--- config.mk ---
export PLATFORM = sky130hd
export DESIGN_NAME = vm2002_change_dispenser
export DESIGN_NICKNAME = d
export VERILOG_FILES = /design/src/rtl/vm2002_change_dispenser.sv
export SDC_FILE = /design/constraint.sdc
export NUM_CORES = 1
export LEC_CHECK = 0
export BUFFER_PORTS_ARGS = -buffer_cell sky130_fd_sc_hd__buf_4
export CORE_ASPECT_RATIO = 1.5
export CORE_MARGIN = 2
export CORE_UTILIZATION = 57
export CTS_CLUSTER_DIAMETER = 60
export DETAILED_ROUTE_END_ITERATION = 7
export PLACE_DENSITY_LB_ADDON = 0.1
export SETUP_SLACK_MARGIN = 0.5
export SYNTH_ARGS = -nofsm -noshare
export SYNTH_HDL_FRONTEND = slang
export SYNTH_SLANG_ARGS = --single-unit
--- constraint.sdc ---
create_clock -name clk -period 3.8 [get_ports clk]
set_clock_uncertainty 0.1 [all_clocks]
set_input_delay 0.57 -clock clk [delete_from_list [all_inputs] [get_ports clk]]
set_output_delay 0.57 -clock clk [all_outputs]
set_load 0.01 [all_outputs]
--- src/rtl/vm2002_change_dispenser.sv ---
// vm2002 change dispenser: pays a balance out greedily as quarters, dimes and
// nickels, limited by on-board inventory, and reports what could not be paid.
//
// Handshake: coin_valid/coin_out are raised together and held unchanged until
// the hopper answers with coin_ack in a cycle where coin_valid is high. The
// coin counts as taken on that edge, and coin_valid drops on the next cycle.
// coin_ack is ignored whenever no coin is being offered.
//
// state_dbg is an additional output that shows the current FSM state.
module vm2002_change_dispenser #(
  parameter int Q_VAL = 25,
  parameter int D_VAL = 10,
  parameter int N_VAL = 5,
  parameter int INV_W = 8
) (
  input  logic             clk,
  input  logic             rst,
  input  logic             start,
  input  logic [15:0]      amount,
  input  logic             load,
  input  logic [1:0]       load_sel,
  input  logic [INV_W-1:0] load_count,
  input  logic             coin_ack,
  output logic [1:0]       coin_out,
  output logic             coin_valid,
  output logic             busy,
  output logic             done,
  output logic [15:0]      residual,
  output logic [INV_W-1:0] q_cnt,
  output logic [INV_W-1:0] d_cnt,
  output logic [INV_W-1:0] n_cnt,
  output logic [1:0]       state_dbg
);

  typedef enum logic [1:0] {
    IDLE   = 2'd0,
    SELECT = 2'd1,
    OFFER  = 2'd2,
    DONE   = 2'd3
  } state_t;

  localparam logic [15:0] Q16 = 16'(Q_VAL);
  localparam logic [15:0] D16 = 16'(D_VAL);
  localparam logic [15:0] N16 = 16'(N_VAL);

  state_t           state, state_n;
  logic [15:0]      remaining, remaining_n;
  logic [1:0]       coin_out_n;
  logic             coin_valid_n, done_n, busy_n;
  logic [15:0]      residual_n;
  logic             dec_q, dec_d, dec_n;
  logic [INV_W-1:0] q_next, d_next, n_next;

  // Cents represented by a coin code.
  function automatic logic [15:0] coin_value(input logic [1:0] c);
    case (c)
      2'b11:   coin_value = Q16;
      2'b10:   coin_value = D16;
      2'b01:   coin_value = N16;
      default: coin_value = 16'd0;
    endcase
  endfunction

  // Restock add that clamps at the counter's maximum instead of wrapping.
  function automatic logic [INV_W-1:0] sat_add(input logic [INV_W-1:0] cnt,
                                               input logic [INV_W-1:0] add);
    logic [INV_W:0] sum;
    sum = {1'b0, cnt} + {1'b0, add};
    sat_add = sum[INV_W] ? {INV_W{1'b1}} : sum[INV_W-1:0];
  endfunction

  // Next-state and next-output logic of the payout FSM.
  always_comb begin
    state_n      = state;
    remaining_n  = remaining;
    coin_out_n   = coin_out;
    coin_valid_n = coin_valid;
    done_n       = 1'b0;
    residual_n   = residual;
    dec_q        = 1'b0;
    dec_d        = 1'b0;
    dec_n        = 1'b0;
    case (state)
      IDLE: begin
        if (start) begin
          remaining_n = amount;
          state_n     = SELECT;
        end
      end
      SELECT: begin
        if (remaining >= Q16 && q_cnt != '0) begin
          coin_out_n   = 2'b11;
          coin_valid_n = 1'b1;
          state_n      = OFFER;
        end else if (remaining >= D16 && d_cnt != '0) begin
          coin_out_n   = 2'b10;
          coin_valid_n = 1'b1;
          state_n      = OFFER;
        end else if (remaining >= N16 && n_cnt != '0) begin
          coin_out_n   = 2'b01;
          coin_valid_n = 1'b1;
          state_n      = OFFER;
        end else begin
          done_n     = 1'b1;
          residual_n = remaining;
          state_n    = DONE;
        end
      end
      OFFER: begin
        if (coin_ack) begin
          coin_valid_n = 1'b0;
          coin_out_n   = 2'b00;
          remaining_n  = remaining - coin_value(coin_out);
          dec_q        = (coin_out == 2'b11);
          dec_d        = (coin_out == 2'b10);
          dec_n        = (coin_out == 2'b01);
          state_n      = SELECT;
        end
      end
      DONE: begin
        state_n = IDLE;
      end
      default: state_n = IDLE;
    endcase
    busy_n = (state_n != IDLE);
  end

  // Inventory update: restock (saturating) first, then remove the acked coin.
  always_comb begin
    q_next = (load && load_sel == 2'b11) ? sat_add(q_cnt, load_count) : q_cnt;
    d_next = (load && load_sel == 2'b10) ? sat_add(d_cnt, load_count) : d_cnt;
    n_next = (load && load_sel == 2'b01) ? sat_add(n_cnt, load_count) : n_cnt;
    q_next = q_next - {{(INV_W-1){1'b0}}, dec_q};
    d_next = d_next - {{(INV_W-1){1'b0}}, dec_d};
    n_next = n_next - {{(INV_W-1){1'b0}}, dec_n};
  end

  // State, datapath and output registers; reset aborts any payout in flight.
  always_ff @(posedge clk or negedge rst) begin
    if (!rst) begin
      state      <= IDLE;
      remaining  <= 16'd0;
      coin_out   <= 2'b00;
      coin_valid <= 1'b0;
      busy       <= 1'b0;
      done       <= 1'b0;
      residual   <= 16'd0;
      q_cnt      <= '0;
      d_cnt      <= '0;
      n_cnt      <= '0;
    end else begin
      state      <= state_n;
      remaining  <= remaining_n;
      coin_out   <= coin_out_n;
      coin_valid <= coin_valid_n;
      busy       <= busy_n;
      done       <= done_n;
      residual   <= residual_n;
      q_cnt      <= q_next;
      d_cnt      <= d_next;
      n_cnt      <= n_next;
    end
  end

  assign state_dbg = state;

endmodule
==> flow_metrics.tcl, run 1 <==
set metrics [dict create \
    max_freq_ghz 0.3247 \
    status "complete, no violations" \
    clkPwrFrac_pct 17.9 \
    yosysWarnings 0 \
    avgSynthCellArea_sq_um 9.444 \
    fin_tns_setup_ps 0 \
    h-tree-depth 3 \
    yosysSeqAreaShare_pct 33.86 \
    finalWorstPathRequiredPeriod_ps 3080 \
    clk_latency_ps 330 \
    max_cap_viol_count 0 \
    p_sw_mw 1.892 \
    setup_viol 0 \
    cts_tree "done" \
    startpoint_type "flip-flop" \
    rows 40 \
    wl_per_cell_um 16.54 \
    rsz0062_at_grt "no" \
    drc_errors 0 \
    die_w_um 77.79 \
    drt_iter0_markers 163 \
    max_slew_margin_pct 42.28 \
    synth_nets 569 \
    combPwrFrac_pct 53.5 \
    area_growth_pct 20.91 \
    synthAdderAreaFrac_pct 12.74 \
    dp_hpwl_um 8581 \
    worst_slack_ps 720.1 \
    seqCellArea_sq_mm 0.001577 \
    grt_max_degree 64 \
    drive_above_1_share_pct 22.70 \
    arrival_ps 3190 \
    synth-simple-area-share_pct 18.30 \
    vdd_drop_max_mv 0.4809 \
    ios 78 \
    p_seq_share_pct 28.6 \
    die_h_um 114.7 \
    drtPass1Iterations 4 \
    yosys.area_share.xor_xnor_pct 5.456 \
    gp_congestion 0.9211 \
    worstMarginPinSlew_ps 860.6 \
    viasPerCell 5.850 \
    leakagePower_nw 2.518 \
    postSynthCellCount 493 \
    die-area_sq_mm 0.008922 \
    overflow 0 \
    critPathCaptureType "flip-flop" \
    fin_crit_sh_pct 81.05 \
    p_sw_share_pct 43.14 \
    netlist_area_sq_mm 0.004656 \
    hold_buffers 0 \
    core_sq_mm 0.007958 \
    clk_pin_slew_ps 50 \
    synth_top_family_by_area "simple AND/OR/NAND/NOR gates" \
    crit_fanout 6 \
    synth_compound_area_share_pct 17.79 \
    grt_pass1_vias 3906 \
    cts_buffer_depth 2 \
    synthDistinctLibCells 65 \
    grt_pass1_wl_um 18500 \
    pre_cts_slack_ps 347.1 \
    powerDensity_mw_per_mm2 779.1 \
    n_antenna_cell 0 \
    synthArstFlopShare_pct 100.0 \
    yosys.area.top_type "dfrtp_1" \
    ys_top_cells_by_area "dfrtp_1 (34%), ha_1 (11%), mux2_4 (4.2%), nor2_1 (3.5%), a21oi_1 (3.2%)" \
    io_buffers 77 \
    vias 3990 \
    synth_flop_cell "dfrtp_1" \
    clkSinkCount 63 \
    hold_viol 0 \
    path_class "flip-flop to flip-flop" \
    grt_use_total_pct 26.22 \
    hold_path_class "input pin to asynchronous set/reset pin" \
    nets 648 \
    cts_root_buf "clkbuf_16" \
    antenna_found_initial 0 \
    synthMuxAreaShare_pct 8.143 \
    initial_core_util_pct 58.51 \
    ys_ff_latch 63 \
    cts_buffers 9 \
    internal-power_mw 2.493 \
    synth_top_area_share_pct 33.86 \
    synth-edff-count 0 \
    fillers 606 \
    wl_um 11280 \
    worst_ep_required_time_ps 3910 \
    multi_input_area_sq_mm 0.002920 \
    drv_slew 0 \
    ant_nets 0 \
]
[sequential cells by signal, indices dropped and copies added, names as in the netlist]
name and flops:
busy 1, coin_out 2, coin_valid 1, d_cnt 8, done 1, n_cnt 8, q_cnt 8, remaining 16
residual 16, state_dbg 2
[worst paths after layout]
| kind | start | to | depth (start not counted) | slack, ps |
|---|---|---|---|---|
| max in group asynchronous | rst | coin_out[0] | 1 | 2840 |
| hold / removal | rst | busy | 1 | 220 |
| setup reg to reg | n_cnt[0] | n_cnt[7] | 12 | 720 |
| setup / recovery | n_cnt[0] | n_cnt[7] | 12 | 720 |
| hold reg to reg | residual[0] | residual[0] | 2 | 390 |
| min in group clk | residual[0] | residual[0] | 2 | 390 |
[area by class of cell]
class                      instances  area share (%)
tap                              105           2.334
timing repair buffer              82           10.94
clock inverter                     3          0.2667
inverter                          24           1.600
multi-input combinational        392           51.88
clock buffer                      13           4.979
sequential                        63           28.01
[synth_stat cells, drive strengths merged, types with 4 or more instances]
cell type  count
a211oi         8
a21oi         30
a31oi          9
buf           10
clkbuf         4
dfrtp         63
fa             4
ha            41
inv           24
mux2          16
mux2i         15
nand2         39
nand3         13
nor2          45
nor2b          6
nor3           9
nor3b          5
nor4           5
nor4b          4
o21ai         25
o21bai         6
o22a           4
o22ai         22
o32ai          5
or2            4
or3            4
or4            5
xnor2         15
xor2          14
[cells in the final DEF, fill, tap and decap left out, types with 5 or more instances in the layout]
master	instances
nor3b_1	5
nand3_1	12
xnor2_1	15
a211oi_1	7
ha_1	41
clkbuf_16	9
o32ai_1	5
nand2_1	39
mux2i_1	15
o21ai_0	22
nor2_1	43
buf_4	82
xor2_1	14
nor2b_1	6
nor3_1	7
a31oi_1	9
dfrtp_1	63
a21oi_1	30
o21bai_1	6
o22ai_1	21
inv_1	24
mux2_4	13
[worst max-delay path, cell delays in order, from the launching register on]
cell      delay (ps)
dfrtp_1          420
ha_1             230
fa_1             400
a211oi_1         250
buf_4            170
or3_1            100
a21oi_1          140
o22ai_1          270
ha_1             200
inv_1             40
nor3_1           340
nand3_1          140
xor2_1           160
[per-stage QoR]
step           hold slack [ps]  instances  instance area (sq um)  power [mW]  utilization [%]
2_1_floorplan            174.4        493                   4656       2.857                -
3_3_place_gp             373.2        666                   5323       3.517            66.89
3_5_place_dp             376.9        666                   5323       3.567            66.89
4_1_cts                  244.3        682                   5618       4.385            70.60
5_1_grt                  290.4        682                   5629       4.744            70.74
6_report                 219.2        682                   5629       4.385            70.74
[power by group through the flow]
stage | sequential, mW | combinational [mW] | clock (mW)
finish | 1.25 | 2.35 | 0.784
global route | 1.29 | 2.62 | 0.828
CTS | 1.25 | 2.33 | 0.803
detailed placement | 1.26 | 2.31 | 0
global placement | 1.25 | 2.27 | 0
floorplan | 1.20 | 1.66 | 0
[kinds of logic after synthesis]
group / after synthesis
buffers and inverters: 38
AO/OA/AOI/OAI: 130
adder cells (fa/ha/maj): 45
XOR/XNOR: 29
multiplexers: 31
AND/OR/NAND/NOR: 157
flip-flops: 63
[layer usage]
layer | part of all wire [%] | vias to the layer above | track usage, %
li1 | - | 1971 | -
met1 | 41 | 1888 | 30.83
met2 | 52 | 106 | 45.80
met3 | 4.5 | 25 | 5.599
met4 | 2.6 | 0 | 11.31
met5 | 0 | - | 0
[what timing repair did]
item | 4_1_cts | 5_1_grt
buffers inserted | 0 | 0
setup endpoints to repair | 0 | 3
gates resized for setup | 0 | 2
No activity file was read; power rests on OpenSTA's default activity.
==> run 2, diff against run 1 <==
- CORE_UTILIZATION: 57 -> 52
- clock period: 3.8 -> 2.55 ns (I/O delays scaled with it)
==> run 2 against run 1 <==
Against the previous run:
- the run now ends with setup timing left
- via count grew 27%
- largest power group unchanged
- clock power grew 72%
- critical path depth shrank 1
- maximum frequency grew 11%
==> flow_metrics.tcl, run 2 (synthesis results as in run 1) <==
set metrics [dict create \
    critPathCaptureType "flip-flop" \
    dp_hpwl_um 9709 \
    die_w_um 81.26 \
    vias 5048 \
    rsz0062_at_grt "yes" \
    clkPwrFrac_pct 14.2 \
    critPathBufInv 0 \
    viasPerCell 6.240 \
    p_sw_share_pct 42.97 \
    final_common_cell "buf_4" \
    path_class "flip-flop to flip-flop" \
    die-area_sq_mm 0.009742 \
    hold_buffers 0 \
    grt_use_total_pct 31.71 \
    drv_slew 0 \
    finalWorstPathRequiredPeriod_ps 2778 \
    nets 770 \
    initial_core_util_pct 53.05 \
    io_buffers 77 \
    ios 78 \
    ant_nets 0 \
    wl_per_cell_um 21.47 \
    cts_buffer_depth 2 \
    drtPass1Iterations 5 \
    placed_area_sq_mm 0.006055 \
    combPwrFrac_pct 66.8 \
    drc_errors 0 \
    hold_viol 0 \
    cp_cell_sequence "ha_2 -> fa_2 -> a211o_1 -> a31oi_4 -> nand2_2 -> o22ai_2 -> ha_2 -> ha_4 -> nand2b_4 -> a21o_1 -> a221oi_2" \
    drive_above_1_share_pct 51.07 \
    max_slew_margin_pct 44.51 \
    hold_path_class "input pin to asynchronous set/reset pin" \
    vdd_drop_max_mv 0.8915 \
    wl_um 17370 \
    p_seq_share_pct 19.0 \
    crit_fanout 3 \
    leakagePower_nw 3.306 \
    drt_iter0_markers 315 \
    clk_latency_ps 330 \
    grt_pass1_wl_um 23830 \
    h-tree-depth 3 \
    clk_pin_slew_ps 60 \
    worst_slack_ps -228.0 \
    powerDensity_mw_per_mm2 1278 \
    cts_tree "done" \
    slowest_delay_ps 380 \
    violations "setup timing" \
    gp_congestion 0.8950 \
    die_h_um 119.9 \
    startpoint_type "flip-flop" \
    cts_buffers 9 \
    worst_ep_required_time_ps 2680 \
    rows 42 \
    n_antenna_cell 0 \
    final_cell_mix "buf_4 (180), dfrtp_1 (58), nor2_1 (40), nand2_1 (31), a21oi_1 (27)" \
    max_freq_ghz 0.3600 \
    critPathTopFamily "compound AO/OA/AOI/OAI gates" \
    fin_tns_setup_ps -1622 \
    antenna_found_initial 0 \
    stdcell_area_sq_mm 0.007456 \
    fin_crit_sh_pct 108.9 \
    status "finished with violations" \
    area_growth_pct 60.15 \
    worst_path_max_delay_cell "dfrtp_1" \
    crit_top_cell "ha_2" \
    max_cap_viol_count 0 \
    cts_root_buf "clkbuf_16" \
    internal-power_mw 5.433 \
    worstMarginPinSlew_ps 832.3 \
    p_sw_mw 4.094 \
    clkSinkCount 63 \
    reg.largest.list "remaining: 16 flops, residual: 16 flops" \
    overflow 0 \
    core_sq_mm 0.008776 \
    grt_max_degree 64 \
    arrival_ps 2910 \
    grt_pass1_vias 5032 \
    setup_viol 21 \
]
## run 2: path summary, 6_finish.rpt
path,to,depth (start not counted),slack [ps],start
min,d_cnt[7],1,30,rst
max reg2reg,q_cnt[4],11,-230,q_cnt[0]
max,q_cnt[4],11,-230,q_cnt[0]
min in group clk,remaining[11],3,230,amount[11]
min reg2reg,residual[8],1,420,residual[8]
max in group asynchronous,remaining[6],1,1700,rst
## run 2: worst register-to-register path: stages, from the launching register on
cell and delay (ps):
dfrtp_1 380, ha_2 200, fa_2 350, a211o_1 330, a31oi_4 200, nand2_2 100
o22ai_2 170, ha_2 220, ha_4 160, nand2b_4 60, a21o_1 170, a221oi_2 240
## run 2: cell type report
type,instances,area [sq um]
Fill cell,420,1320
Timing Repair Buffer,204,1678
Clock inverter,3,65.06
Tap cell,110,137.6
Inverter,24,92.59
Multi-Input combinational cell,392,3640
Clock buffer,13,260.3
Sequential cell,63,1583
## run 2: routing by layer
metal  global-route usage, %  wire length, um
met3                   5.414             1046
met5                       0                0
met2                   53.84             8883
met4                   20.23             1332
met1                   35.67             6108
## run 2: power groups by stage
| stage | Sequential [mW] | Clock (mW) | Combinational [mW] |
|---|---|---|---|
| final | 1.81 | 1.35 | 6.37 |
| after global routing | 1.84 | 1.40 | 6.73 |
| after CTS | 1.76 | 1.35 | 5.18 |
| after detailed placement | 1.77 | 0 | 4.34 |
| after global placement | 1.76 | 0 | 4.22 |
| after floorplan | 1.80 | 0 | 2.67 |
## run 2: what timing repair did
action / 4_1_cts / 5_1_grt
setup endpoints to repair: 58 / 61
setup buffers: 33 / 20
resized for setup: 67 / 68
pin swaps: 49 / 30
gates cloned: 0 / 1
## run 2: metrics by stage
stage / cells / power (mW) / hold slack, ps / util [%] / setup slack (ps)
after CTS: 788 / 8.286 / 65.31 / 79.23 / -164.3
after global placement: 739 / 5.971 / 374.3 / 68.99 / -209.6
final: 809 / 9.527 / 25.18 / 84.96 / -228.0
after global routing: 809 / 9.963 / 100.4 / 84.96 / -326.5
after floorplan: 493 / 4.478 / -13.09 / - / -104.4
after detailed placement: 739 / 6.109 / 379.5 / 68.99 / -336.2
==> run 3, diff against run 2 <==
- CORE_UTILIZATION: 52 -> 53
- CTS_BUF_LIST: unset -> sky130_fd_sc_hd__clkbuf_4
==> run 3 against run 2 <==
Against the previous run:
- the run still ends with setup timing left
- combinational power is 11% lower
- non-clock buffer count down 8
- sequential share of layout area up 1.5 points
- clock-buffer cell count is 3 lower
- global-route usage decreased by 2.5 points
- critical path depth unchanged
- via count shrank 7.9%
- highest routed layer unchanged
- die area is 1.8% lower
==> flow_metrics.tcl, run 3 (synthesis results as in run 1) <==
set metrics [dict create \
    status "finished with violations" \
    violations "setup timing" \
    r2r_cells 11 \
    die_w_um 80.53 \
    worstMarginPinSlew_ps 829.2 \
    finalWorstPathRequiredPeriod_ps 2725 \
    viasPerCell 5.838 \
    overflow 0 \
    h-tree-depth 3 \
    leakagePower_nw 3.117 \
    crit_end "q_cnt[4]" \
    io_buffers 77 \
    max_cap_viol_count 0 \
    r2r_slack_ps -170 \
    final_cell_mix "buf_4 (187), dfrtp_1 (59), nor2_1 (41), nand2_1 (33), a21oi_1 (27)" \
    rsz0062_at_grt "yes" \
    clk_latency_ps 410 \
    die_h_um 118.8 \
    drc_errors 0 \
    clk_pin_slew_ps 100 \
    drt_iter0_markers 282 \
    dp_hpwl_um 9701 \
    crit_top_cell "ha_2" \
    drv_slew 0 \
    slowest_delay_ps 390 \
    drtPass1Iterations 4 \
    startpoint_type "flip-flop" \
    cp.depth 11 \
    wl_um 14330 \
    worst_slack_ps -174.9 \
    max_slew_margin_pct 44.72 \
    power_mw 7.986 \
    fillers 484 \
    worst_r2r_endpoint "q_cnt[4]" \
    powerDensity_mw_per_mm2 1150 \
    grt_pass1_vias 4621 \
    worstHoldPathCells 3 \
    rows 41 \
    worst_path_max_delay_cell "dfrtp_1" \
    crit_fanout 3 \
    path_class "flip-flop to flip-flop" \
    cp_cell_sequence "ha_2 -> fa_2 -> a211o_4 -> a31oi_4 -> nand2_2 -> o22ai_4 -> ha_2 -> ha_4 -> nand2b_4 -> a21o_1 -> a221oi_2" \
    n_antenna_cell 0 \
    arrival_ps 2960 \
    grt_max_degree 64 \
    hold_path_class "input pin to flip-flop" \
    worst_ep_required_time_ps 2780 \
    cts_root_buf "clkbuf_4" \
    grt_pass1_wl_um 21860 \
    reg.largest.list "remaining: 16 flops, residual: 16 flops" \
    hold_viol 0 \
    hold_slack_ps 144.3 \
    gp_congestion 0.9075 \
    worstReg2RegStart "q_cnt[0]" \
    core_sq_mm 0.008464 \
    vias 4647 \
    vdd_drop_max_mv 1.007 \
    initial_core_util_pct 55.00 \
    critPathCaptureType "flip-flop" \
    final_common_cell "buf_4" \
    cts_buffer_depth 2 \
    antenna_found_initial 0 \
    area_growth_pct 49.15 \
    clkSinkCount 63 \
    fin_crit_sh_pct 106.9 \
    crit_start "q_cnt[0]" \
    cts_buffers 9 \
    grt_use_total_pct 29.25 \
    critPathTopFamily "compound AO/OA/AOI/OAI gates" \
    cts_tree "done" \
    ant_nets 0 \
    setup_viol 10 \
    critPathBufInv 0 \
    drive_above_1_share_pct 47.90 \
    nets 762 \
    ios 78 \
    die-area_sq_mm 0.009566 \
    max_freq_ghz 0.3670 \
    wl_per_cell_um 18.00 \
]
## run 3: cell types whose count changed in the layout (fill, tap and decap cells not counted), moves of 7 or more
cell and delta:
buf_4 +7, clkbuf_16 -10, buf_6 -11, clkbuf_4 +10
## run 3: how the worst min path moves through the flow
stage / from / to / slack (ps)
global placement: residual[0] / residual[0] / 370
global route: amount[12] / remaining[12] / 130
detailed placement: residual[1] / residual[1] / 380
finish: amount[12] / remaining[12] / 140
CTS: amount[14] / remaining[14] / 120
floorplan: rst / busy / -10
## run 3: through the flow
stage / util, % / worst slack [ps] / TNS [ps] / instances / area (sq um)
after global placement: 72.08 / -202.8 / -2157 / 741 / 6101
after CTS: 78.40 / -113.9 / -341.6 / 779 / 6636
final: 82.04 / -174.9 / -990.5 / 796 / 6944
after global routing: 82.04 / -270.0 / -2973 / 796 / 6944
after floorplan: - / -104.4 / -334.4 / 493 / 4865
after detailed placement: 72.08 / -303.5 / -3890 / 741 / 6101
## run 3: worst reg2reg max path: cells and delay by family, from the launching register on
family          cells  cell delay, ps
compound gates      5            1070
fa+ha+maj           4             920
flops               1             390
simple gates        2             170
## run 3: power by group
group / internal [mW] / switching [mW]
clock: 0.189 / 0.346
sequential: 1.35 / 0.433
combinational: 2.88 / 2.79
total: 4.42 / 3.57
## run 3: metal layers
| layer | up-vias | part of all wire, % | global-route usage [%] |
|---|---|---|---|
| met2 | 166 | 54 | 50.83 |
| met3 | 45 | 4.1 | 5.267 |
| met5 | - | 0 | 0 |
| met1 | 2236 | 38 | 33.91 |
| li1 | 2200 | - | - |
| met4 | 0 | 3.9 | 13.98 |
## run 3: timing repair
| item | in CTS | in global routing |
|---|---|---|
| setup endpoints to repair | 57 | 59 |
| buffers inserted | 23 | 17 |
| resized for setup | 54 | 35 |
| hold buffers | 1 | 0 |
| endpoints found under the hold margin | 61 | 0 |
| pin swaps | 39 | 32 |
## run 3: layout make-up
type,count,area [sq um],share of cell area (%)
repair buffers,196,1521,21.91
inverters,24,95.09,1.369
well taps,107,133.9,1.928
flip-flops and latches,63,1582,22.77
clock buffers,10,75.07,1.081
multi-input cells,392,3522,50.72
clock inverters,4,15.01,0.2162
